File: src/rtl/tk1_spi_slave_if.sv
// rtl/tk1_spi_slave_if.sv - byte-level rx/tx handshake bundle of the tk1 SPI responder
interface tk1_spi_slave_if;
  logic [7:0] rx_data;
  logic       rx_data_vld;
  logic       rx_ack;
  logic [7:0] tx_data;
  logic       tx_data_vld;
  logic       tx_ready;

  modport slave (
    output rx_data, rx_data_vld, tx_ready,
    input  rx_ack, tx_data, tx_data_vld
  );

  modport master (
    input  rx_data, rx_data_vld, tx_ready,
    output rx_ack, tx_data, tx_data_vld
  );
endinterface

File: src/rtl/tk1_spi_slave.sv
// rtl/tk1_spi_slave.sv - SPI mode-0 responder, oversampled in clk; TK1_SPI_SLAVE_ERR_EN builds the sticky error flags
module tk1_spi_slave #(
  parameter int         SYNC_STAGES  = 2,
  parameter logic [7:0] IDLE_TX_BYTE = 8'hff
) (
  input  logic              clk,
  input  logic              reset,
  input  logic              spi_ss,
  input  logic              spi_sck,
  input  logic              spi_mosi,
  output logic              spi_miso,
  output logic              spi_miso_en,
  tk1_spi_slave_if.slave    bus,
  output logic              frame_active,
  output logic              frame_end,
  input  logic              err_clear,
  output logic              rx_overrun,
  output logic              tx_underrun
);
  typedef enum logic {ST_IDLE, ST_ACTIVE} state_e;

  state_e                 state_q, state_d;
  logic [SYNC_STAGES-1:0] ss_sync_q, ss_sync_d, sck_sync_q, sck_sync_d, mosi_sync_q, mosi_sync_d;
  logic                   ss_hist_q, ss_hist_d, sck_hist_q, sck_hist_d;
  logic [2:0]             bit_ctr_q, bit_ctr_d;
  logic [7:0]             rx_shift_q, rx_shift_d, tx_shift_q, tx_shift_d;
  logic [7:0]             rx_data_q, rx_data_d, txbuf_q, txbuf_d;
  logic                   rx_vld_q, rx_vld_d, txbuf_full_q, txbuf_full_d;
  logic                   first_rise_q, first_rise_d, frame_end_q, frame_end_d;
  logic                   load, ovr_evt, und_evt;
  logic                   ss_s, sck_s, mosi_s, ss_fall, ss_rise, sck_rise, sck_fall;
  logic [7:0]             rx_new;

  assign ss_s     = ss_sync_q[SYNC_STAGES-1];
  assign sck_s    = sck_sync_q[SYNC_STAGES-1];
  assign mosi_s   = mosi_sync_q[SYNC_STAGES-1];
  assign ss_fall  = ss_hist_q & ~ss_s;
  assign ss_rise  = ~ss_hist_q & ss_s;
  assign sck_rise = ~sck_hist_q & sck_s;
  assign sck_fall = sck_hist_q & ~sck_s;
  assign rx_new   = {rx_shift_q[6:0], mosi_s};

  always_comb begin
    state_d      = state_q;
    ss_sync_d    = {ss_sync_q[SYNC_STAGES-2:0], spi_ss};
    sck_sync_d   = {sck_sync_q[SYNC_STAGES-2:0], spi_sck};
    mosi_sync_d  = {mosi_sync_q[SYNC_STAGES-2:0], spi_mosi};
    ss_hist_d    = ss_s;
    sck_hist_d   = sck_s;
    bit_ctr_d    = bit_ctr_q;
    rx_shift_d   = rx_shift_q;
    tx_shift_d   = tx_shift_q;
    rx_data_d    = rx_data_q;
    txbuf_d      = txbuf_q;
    rx_vld_d     = rx_vld_q;
    txbuf_full_d = txbuf_full_q;
    first_rise_d = first_rise_q;
    frame_end_d  = 1'b0;
    load         = 1'b0;
    ovr_evt      = 1'b0;
    und_evt      = 1'b0;

    if (bus.rx_ack) rx_vld_d = 1'b0;

    case (state_q)
      ST_IDLE: begin
        if (ss_fall) begin
          state_d      = ST_ACTIVE;
          bit_ctr_d    = 3'd0;
          rx_shift_d   = 8'h00;
          first_rise_d = 1'b0;
          load         = 1'b1;
        end
      end
      default: begin
        if (ss_rise) begin
          state_d     = ST_IDLE;
          frame_end_d = 1'b1;
          bit_ctr_d   = 3'd0;
          rx_shift_d  = 8'h00;
          tx_shift_d  = 8'h00;
        end else if (sck_rise) begin
          rx_shift_d   = rx_new;
          bit_ctr_d    = bit_ctr_q + 3'd1;
          first_rise_d = 1'b1;
          if (bit_ctr_q == 3'd7) begin
            rx_data_d = rx_new;
            rx_vld_d  = 1'b1;
            ovr_evt   = rx_vld_q & ~bus.rx_ack;
          end
        end else if (sck_fall) begin
          // The fall ahead of the first rise of a frame must not consume the buffer.
          if (bit_ctr_q != 3'd0) tx_shift_d = {tx_shift_q[6:0], 1'b0};
          else if (first_rise_q) load = 1'b1;
        end
      end
    endcase

    if (load) begin
      if (txbuf_full_q) begin
        tx_shift_d   = txbuf_q;
        txbuf_full_d = 1'b0;
      end else begin
        tx_shift_d = IDLE_TX_BYTE;
        und_evt    = 1'b1;
      end
    end

    // A same-cycle write lands after the load, so it waits for the next boundary.
    if (bus.tx_data_vld && !txbuf_full_q) begin
      txbuf_d      = bus.tx_data;
      txbuf_full_d = 1'b1;
    end
  end

`ifdef TK1_SPI_SLAVE_ERR_EN
  logic rx_ovr_q, rx_ovr_d, tx_und_q, tx_und_d;

  always_comb begin
    rx_ovr_d = err_clear ? 1'b0 : rx_ovr_q;
    tx_und_d = err_clear ? 1'b0 : tx_und_q;
    if (ovr_evt) rx_ovr_d = 1'b1;
    if (und_evt) tx_und_d = 1'b1;
  end

  always_ff @(posedge clk) begin
    if (reset) begin
      rx_ovr_q <= 1'b0;
      tx_und_q <= 1'b0;
    end else begin
      rx_ovr_q <= rx_ovr_d;
      tx_und_q <= tx_und_d;
    end
  end

  assign rx_overrun  = rx_ovr_q;
  assign tx_underrun = tx_und_q;
`else
  logic unused_err;
  assign unused_err  = err_clear ^ ovr_evt ^ und_evt;
  assign rx_overrun  = 1'b0;
  assign tx_underrun = 1'b0;
`endif

  always_ff @(posedge clk) begin
    if (reset) begin
      state_q      <= ST_IDLE;
      ss_sync_q    <= '1;
      sck_sync_q   <= '0;
      mosi_sync_q  <= '0;
      ss_hist_q    <= 1'b1;
      sck_hist_q   <= 1'b0;
      bit_ctr_q    <= 3'd0;
      rx_shift_q   <= 8'h00;
      tx_shift_q   <= 8'h00;
      rx_data_q    <= 8'h00;
      txbuf_q      <= 8'h00;
      rx_vld_q     <= 1'b0;
      txbuf_full_q <= 1'b0;
      first_rise_q <= 1'b0;
      frame_end_q  <= 1'b0;
    end else begin
      state_q      <= state_d;
      ss_sync_q    <= ss_sync_d;
      sck_sync_q   <= sck_sync_d;
      mosi_sync_q  <= mosi_sync_d;
      ss_hist_q    <= ss_hist_d;
      sck_hist_q   <= sck_hist_d;
      bit_ctr_q    <= bit_ctr_d;
      rx_shift_q   <= rx_shift_d;
      tx_shift_q   <= tx_shift_d;
      rx_data_q    <= rx_data_d;
      txbuf_q      <= txbuf_d;
      rx_vld_q     <= rx_vld_d;
      txbuf_full_q <= txbuf_full_d;
      first_rise_q <= first_rise_d;
      frame_end_q  <= frame_end_d;
    end
  end

  assign spi_miso        = (state_q == ST_ACTIVE) & tx_shift_q[7];
  assign spi_miso_en     = (state_q == ST_ACTIVE);
  assign frame_active    = (state_q == ST_ACTIVE);
  assign frame_end       = frame_end_q;
  assign bus.rx_data     = rx_data_q;
  assign bus.rx_data_vld = rx_vld_q;
  assign bus.tx_ready    = ~txbuf_full_q;
endmodule
File: src/flat_wrapper.sv
// flat-port wrapper written by rule: the top's interface ports become plain ports
module tk1_spi_slave_flat 
#(
  parameter int         SYNC_STAGES  = 2,
  parameter logic [7:0] IDLE_TX_BYTE = 8'hff
)
  (clk, reset, spi_ss, spi_sck, spi_mosi, spi_miso, spi_miso_en, frame_active, frame_end, err_clear, rx_overrun, tx_underrun, bus_rx_data, bus_rx_data_vld, bus_tx_ready, bus_rx_ack, bus_tx_data, bus_tx_data_vld);
  tk1_spi_slave_if bus_i ();
  input  logic clk;
  input  logic reset;
  input  logic spi_ss;
  input  logic spi_sck;
  input  logic spi_mosi;
  output logic spi_miso;
  output logic spi_miso_en;
  output logic frame_active;
  output logic frame_end;
  input  logic err_clear;
  output logic rx_overrun;
  output logic tx_underrun;
  output wire logic [$bits(bus_i.rx_data)-1:0] bus_rx_data;
  output wire logic [$bits(bus_i.rx_data_vld)-1:0] bus_rx_data_vld;
  output wire logic [$bits(bus_i.tx_ready)-1:0] bus_tx_ready;
  input wire logic [$bits(bus_i.rx_ack)-1:0] bus_rx_ack;
  input wire logic [$bits(bus_i.tx_data)-1:0] bus_tx_data;
  input wire logic [$bits(bus_i.tx_data_vld)-1:0] bus_tx_data_vld;
  assign bus_rx_data = bus_i.rx_data;
  assign bus_rx_data_vld = bus_i.rx_data_vld;
  assign bus_tx_ready = bus_i.tx_ready;
  assign bus_i.rx_ack = bus_rx_ack;
  assign bus_i.tx_data = bus_tx_data;
  assign bus_i.tx_data_vld = bus_tx_data_vld;
  tk1_spi_slave #(.SYNC_STAGES(SYNC_STAGES), .IDLE_TX_BYTE(IDLE_TX_BYTE)) u_core (.clk(clk), .reset(reset), .spi_ss(spi_ss), .spi_sck(spi_sck), .spi_mosi(spi_mosi), .spi_miso(spi_miso), .spi_miso_en(spi_miso_en), .bus(bus_i), .frame_active(frame_active), .frame_end(frame_end), .err_clear(err_clear), .rx_overrun(rx_overrun), .tx_underrun(tx_underrun));
endmodule
File: config.mk
export PLATFORM = sky130hd
export DESIGN_NAME = tk1_spi_slave_flat
export DESIGN_NICKNAME = d
export VERILOG_FILES = /design/src/rtl/tk1_spi_slave_if.sv /design/src/rtl/tk1_spi_slave.sv /design/src/flat_wrapper.sv
export SDC_FILE = /design/constraint.sdc
export NUM_CORES = 1
export LEC_CHECK = 0
export ABC_AREA = 1
export BUFFER_PORTS_ARGS = -buffer_cell sky130_fd_sc_hd__clkbuf_2
export CORE_AREA = 2 2 63 65
export CTS_BUF_LIST = sky130_fd_sc_hd__clkbuf_8
export CTS_CLUSTER_SIZE = 10
export DETAILED_ROUTE_END_ITERATION = 7
export DIE_AREA = 0 0 65 67
export GPL_ROUTABILITY_DRIVEN = 0
export HOLD_SLACK_MARGIN = 0.03
export PLACE_DENSITY = 0.88
export SYNTH_ARGS = -nofsm -noshare
export SYNTH_HDL_FRONTEND = slang
export SYNTH_SLANG_ARGS = --single-unit
File: constraint.sdc
create_clock -name clk -period 1.8 [get_ports clk]
set_input_delay 0.18 -clock clk [delete_from_list [all_inputs] [get_ports clk]]
set_output_delay 0.18 -clock clk [all_outputs]
set_load 0.02 [all_outputs]
## Word level (Yosys, flattened, before mapping)

Cells that the tools add are included.

| storage, ports and cells | value |
|---|---|
| register bits after elaboration | 47 |
| output and inout port bits | 16 |
| input port bits | 16 |

| cells by class | value |
|---|---|
| reductions and logical operators | 13 |
| equal/unequal tests | 5 |
| bitwise logic cells | 12 |
| mux-type cells | 36 |
| $add $sub $neg | 1 |

Operators with widths:

| kind | number |
|---|---|
| 8-bit two-way mux | 7 |
| 7-bit two-way mux | 4 |
| 1-bit two-way mux | 21 |
| 3-bit two-way mux | 4 |
| 3-bit nonzero test | 3 |
| 4-bit AND reduction | 2 |
| 1-bit NOT | 7 |
| 2-bit nonzero test | 3 |
| 1-bit bitwise AND | 5 |
| 2-bit != test (second input constant) | 2 |
| 3-bit by 1-bit adder with 3-bit output (second input constant) | 1 |
| 3-bit == test (second input constant) | 1 |
| 3-bit by 1-bit != test with 1-bit output (second input constant) | 1 |
| 3-bit != test (second input constant) | 1 |
| 3-bit AND reduction | 1 |
| 2-bit AND reduction | 1 |
| 2-bit OR reduction | 1 |
| 1-bit logical AND | 1 |
| 1-bit logical NOT | 1 |

## Logic depth before layout (Yosys ltp)

| depth | value |
|---|---|
| word-level depth | 8 |
| depth in mapped cells | 10 |
| depth with buffers taken out | 10 |

## Least setup slack after synthesis

No wires, ideal clock.

| timing | value |
|---|---|
| path type | register to register |
| start | reg u_core.state_q, in the netlist u_core.frame_active |
| end | reg u_core.tx_shift_q[1] |
| cell stages (with the launch flop) | 8 |
| data required time | 1.689 ns |
| setup time | 0.111 ns |
| path slack | 0.448 ns |
| buffers on the path | 0 |
| data arrival time | 1.241 ns |
| cell sequence | dfxtp_1 -> nand2_1 -> nor2_1 -> nand2_4 -> nand2_4 -> nor2_8 -> nor2_1 -> nor2_1 |

| between the ends | value |
|---|---|
| word-level cells in the longest chain between the ends | 3 |

RTL lines:

| item | RTL line | RTL |
|---|---|---|
| from (decl) | tk1_spi_slave.sv:22 | `state_e state_q, state_d;` |
| from (signal assigned) | tk1_spi_slave.sv:163 | `state_q <= state_d;` |
| 1-bit two-way mux | tk1_spi_slave.sv:65 | `case (state_q)` |
| 3-bit by 1-bit != test with 1-bit output (no source line), or another cell as far along | n/a |  |
| 4-bit AND reduction (no source line) | n/a |  |
| to (signal assigned) | tk1_spi_slave.sv:171 | `tx_shift_q <= tx_shift_d;` |
| to (decl) | tk1_spi_slave.sv:26 | `logic [7:0] rx_shift_q, rx_shift_d, tx_shift_q, tx_shift_d;` |

Parallel ways exist; a longest one is shown, timed or not.
A chain may end at the register's enable or synchronous reset.

## Final worst setup path

| timing | value |
|---|---|
| start | reg u_core.bit_ctr_q[0] |
| end | reg u_core.tx_shift_q[0] |

| between the ends | value |
|---|---|
| word-level cells in the longest chain between the ends | 8 |

RTL lines:

| item | RTL line | RTL |
|---|---|---|
| from (decl) | tk1_spi_slave.sv:25 | `logic [2:0] bit_ctr_q, bit_ctr_d;` |
| from (signal assigned) | tk1_spi_slave.sv:169 | `bit_ctr_q <= bit_ctr_d;` |
| 3-bit nonzero test * | tk1_spi_slave.sv:93 | `if (bit_ctr_q != 3'd0) tx_shift_d = {tx_shift_q[6:0], 1'b0};` |
| 1-bit two-way mux | tk1_spi_slave.sv:93 |  |
| 1-bit two-way mux | tk1_spi_slave.sv:91 | `end else if (sck_fall) begin` |
| 1-bit two-way mux | tk1_spi_slave.sv:82 | `end else if (sck_rise) begin` |
| 1-bit two-way mux | tk1_spi_slave.sv:76 | `if (ss_rise) begin` |
| 1-bit two-way mux | tk1_spi_slave.sv:65 |  |
| 3-bit by 1-bit != test with 1-bit output (no source line), or another cell as far along | n/a |  |
| 4-bit AND reduction (no source line) | n/a |  |

Every way passes the cells marked *; elsewhere a longest branch is shown, timed or not.

==> results.py <==
metrics = {
    "run_status": {
        "status": "finished clean",
    },
    "critical_path": {
        "slowest_stage": "dfxtp_1",
        "endpoint_kind": "flop",
        "cp.arrival_ps": 1720,
        "crit_cells": 9,
        "cp.required_ps": 2030,
        "r2r_start": "u_core.bit_ctr_q[0]$_SDFFE_PP0P_",
        "critPathBufInv": 2,
        "critPathTopFamily": "simple AND/OR/NAND/NOR gates",
        "start_kind": "flop",
        "rr_worst_depth": 9,
        "critPathKind": "flop to flop",
        "slowest_delay_ps": 370,
        "worstSetupStartpoint": "u_core.bit_ctr_q[0]$_SDFFE_PP0P_",
        "cp_cell_sequence": "inv_1 > ha_1 > inv_1 > nor2_1 > nand2_1 > nor2_1 > nor2_2 > nand3_1 > a21oi_1",
        "rrSetupSlack_ps": 310,
        "crit_fanout": 9,
        "r2r_end": "u_core.tx_shift_q[0]$_SDFFE_PP0P_",
        "cp-endpoint": "u_core.tx_shift_q[0]$_SDFFE_PP0P_",
    },
    "sta": {
        "fin_ws_ps": 314.9,
        "min_period_ps": 1485,
        "fin_crit_sh_pct": 82.51,
        "slew_viol_final": 0,
        "setup-tns-final_ps": 0,
        "hold_viol": 0,
        "rsz0062_at_grt": "no",
        "setup_viol": 0,
        "hold_slack_ps": 57.15,
        "fmax_mhz": 673.3,
        "clock_skew_ps": 5.230,
    },
    "floorplanning": {
        "die_area_um2": 4355,
        "io_pins": 32,
        "rows": 22,
        "start_util_pct": 57.63,
        "die-height_um": 67,
        "die_x_um": 65,
        "core-area_um2": 3606,
    },
    "placed_design": {
        "place_area_um2": 2256,
        "pre_cts_slack_ps": 333.2,
        "io_buffer_count": 28,
        "dp_cells": 373,
        "dpl.hpwl_um": 2904,
    },
    "logic_synthesis": {
        "ys_types": 26,
        "ys_ff_latch": 47,
        "syn_area_um2": 2078,
        "syn_inst": 303,
        "syn_avg_cell_area_um2": 6.859,
        "yosys_warnings": 0,
        "synth_seq_area_share_pct": 45.27,
    },
    "clock_tree": {
        "clkLatencyLatePin_ps": 300,
        "cts_tree": "yes",
        "cts_setup_buffers": 0,
        "path_clk_slew_ps": 80,
        "cts_sinks": 47,
        "cts_root_buffer": "clkbuf_8",
        "h-tree-depth": 2,
        "cts_resized": 0,
        "clk_path_buf_depth": 2,
        "cts_buffers": 5,
        "cts_hold_buf": 0,
    },
    "drt": {
        "drt_iter0_drc": 78,
        "met1_length_um": 1809,
        "avgRoutedWirePerCell_um": 10.77,
        "ant_nets": 0,
        "routed_wl_um": 4103,
        "drcViolationCount": 0,
        "routed_via_density": 4.832,
        "wl_met3_um": 197,
        "firstDrtPassIters": 4,
        "via_count": 1841,
        "maxUsedRoutingLayer": "met4",
        "route.met2.wl_um": 2026,
    },
    "layout": {
        "drive_above_1_share_pct": 17.72,
        "area_growth_pct": 14.93,
        "final_cells": 381,
        "nNetsFinal": 351,
        "diodes": 0,
        "post-route-util_pct": 66.24,
        "final_cell_mix": "nand2_1, nor2_1, dfxtp_1, inv_1, clkbuf_2",
        "postLayoutCellArea_um2": 2389,
        "final_common_cell": "nand2_1",
    },
    "power_and_ir_drop": {
        "ir_drop_mv": 0.7658,
        "totalPowerFinal_mw": 2.285,
        "p_leak_nw": 1.161,
        "p_per_area_nw_per_um2": 956.5,
    },
    "global_route": {
        "track_usage_pct": 21.24,
        "antenna_found_initial": 0,
        "grt_max_degree": 28,
        "grt_pass1_vias": 1688,
        "grt_pass1_wl_um": 7107,
        "grt_remaining_overflow": 0,
    },
    "job": {
        "drv_cap": 0,
    },
    "hold_path": {
        "hold_path_class": "input port to flop",
    },
}
==> worst min path at each step <==
| stage | startpoint | end | slack (ps) | depth (start not counted) |
|---|---|---|---|---|
| finish | spi_ss | u_core.ss_sync_q[0]$_SDFF_PP1_ | 60 | 2 |
| floorplan | spi_ss | u_core.ss_sync_q[0]$_SDFF_PP1_ | 280 | 1 |
| global placement | spi_ss | u_core.ss_sync_q[0]$_SDFF_PP1_ | 370 | 2 |
| detailed placement | spi_ss | u_core.ss_sync_q[0]$_SDFF_PP1_ | 370 | 2 |
| global route | spi_ss | u_core.ss_sync_q[0]$_SDFF_PP1_ | 70 | 2 |
| CTS | spi_ss | u_core.ss_sync_q[0]$_SDFF_PP1_ | 50 | 2 |
==> power by group <==
| group | internal [mW] | switching (mW) | leakage, nW |
|---|---|---|---|
| registers | 1.10 | 0.0349 | 0.385 |
| clock network | 0.549 | 0.343 | 0.0695 |
| logic | 0.100 | 0.162 | 0.706 |
| total | 1.75 | 0.539 | 1.16 |
==> kinds of logic (layout without fill, tap and decap cells) <==
group                    after synthesis  after routing  share of synthesized area [%]
flip-flops                            47             47                          45.27
AO/OA/AOI/OAI                         27             27                          6.683
AND/OR/NAND/NOR                      179            179                          37.03
adder cells (fa/ha/maj)                3              3                          1.806
other                                  1              2                         0.1804
buffers and inverters                 46             75                          9.030
==> registers in the layout, summed over array words and instances, names as in the netlist, 2 cells and up <==
register and flops:
u_core.txbuf_q 8, u_core.bus.rx_data 8, u_core.tx_shift_q 8, u_core.mosi_sync_q 2, u_core.bit_ctr_q 3, u_core.rx_shift_q 7, u_core.sck_sync_q 2, u_core.ss_sync_q 2
==> synth_stat cells <==
| cell type | number | area, µm² |
|---|---|---|
| a21oi_1 | 15 | 75.07 |
| a31oi_1 | 1 | 6.260 |
| buf_2 | 3 | 15.01 |
| buf_4 | 3 | 22.52 |
| clkbuf_1 | 5 | 18.77 |
| clkinv_1 | 1 | 3.750 |
| conb_1 | 1 | 3.750 |
| dfxtp_1 | 47 | 940.9 |
| ha_1 | 3 | 37.54 |
| inv_1 | 30 | 112.6 |
| inv_2 | 4 | 15.01 |
| nand2_1 | 84 | 315.3 |
| nand2_2 | 1 | 6.260 |
| nand2_4 | 2 | 22.52 |
| nand3_1 | 15 | 75.07 |
| nand3_2 | 1 | 10.01 |
| nor2_1 | 62 | 232.7 |
| nor2_2 | 3 | 18.77 |
| nor2_4 | 1 | 11.26 |
| nor2_8 | 1 | 20.02 |
| nor3_1 | 2 | 10.01 |
| nor3_2 | 1 | 10.01 |
| o211ai_1 | 1 | 7.510 |
| o21ai_0 | 9 | 45.04 |
| o21ai_1 | 1 | 5.000 |
| or2_2 | 6 | 37.54 |
==> final cells by class <==
type / count / area (µm²)
Sequential cell: 47 / 940.9
Timing Repair Buffer: 32 / 170.2
Inverter: 35 / 131.4
Clock inverter: 3 / 63.81
Multi-Input combinational cell: 211 / 953.4
Tap cell: 48 / 60.06
Clock buffer: 5 / 68.82
Fill cell: 312 / 1217
==> routing by layer <==
metal	track usage, %	vias up
li1	-	973
met1	24.55	819
met2	36.86	41
met3	6.419	8
met4	7.979	0
met5	0	-
==> worst register-to-register path, delay by kind of cell (launching register included) <==
kind	cells	cell delay, ps
fa+ha+maj	1	210
buf+inv	2	120
simple gates	5	550
compound gates	1	160
flops	1	370
No activity file was read; power rests on OpenSTA's default activity.
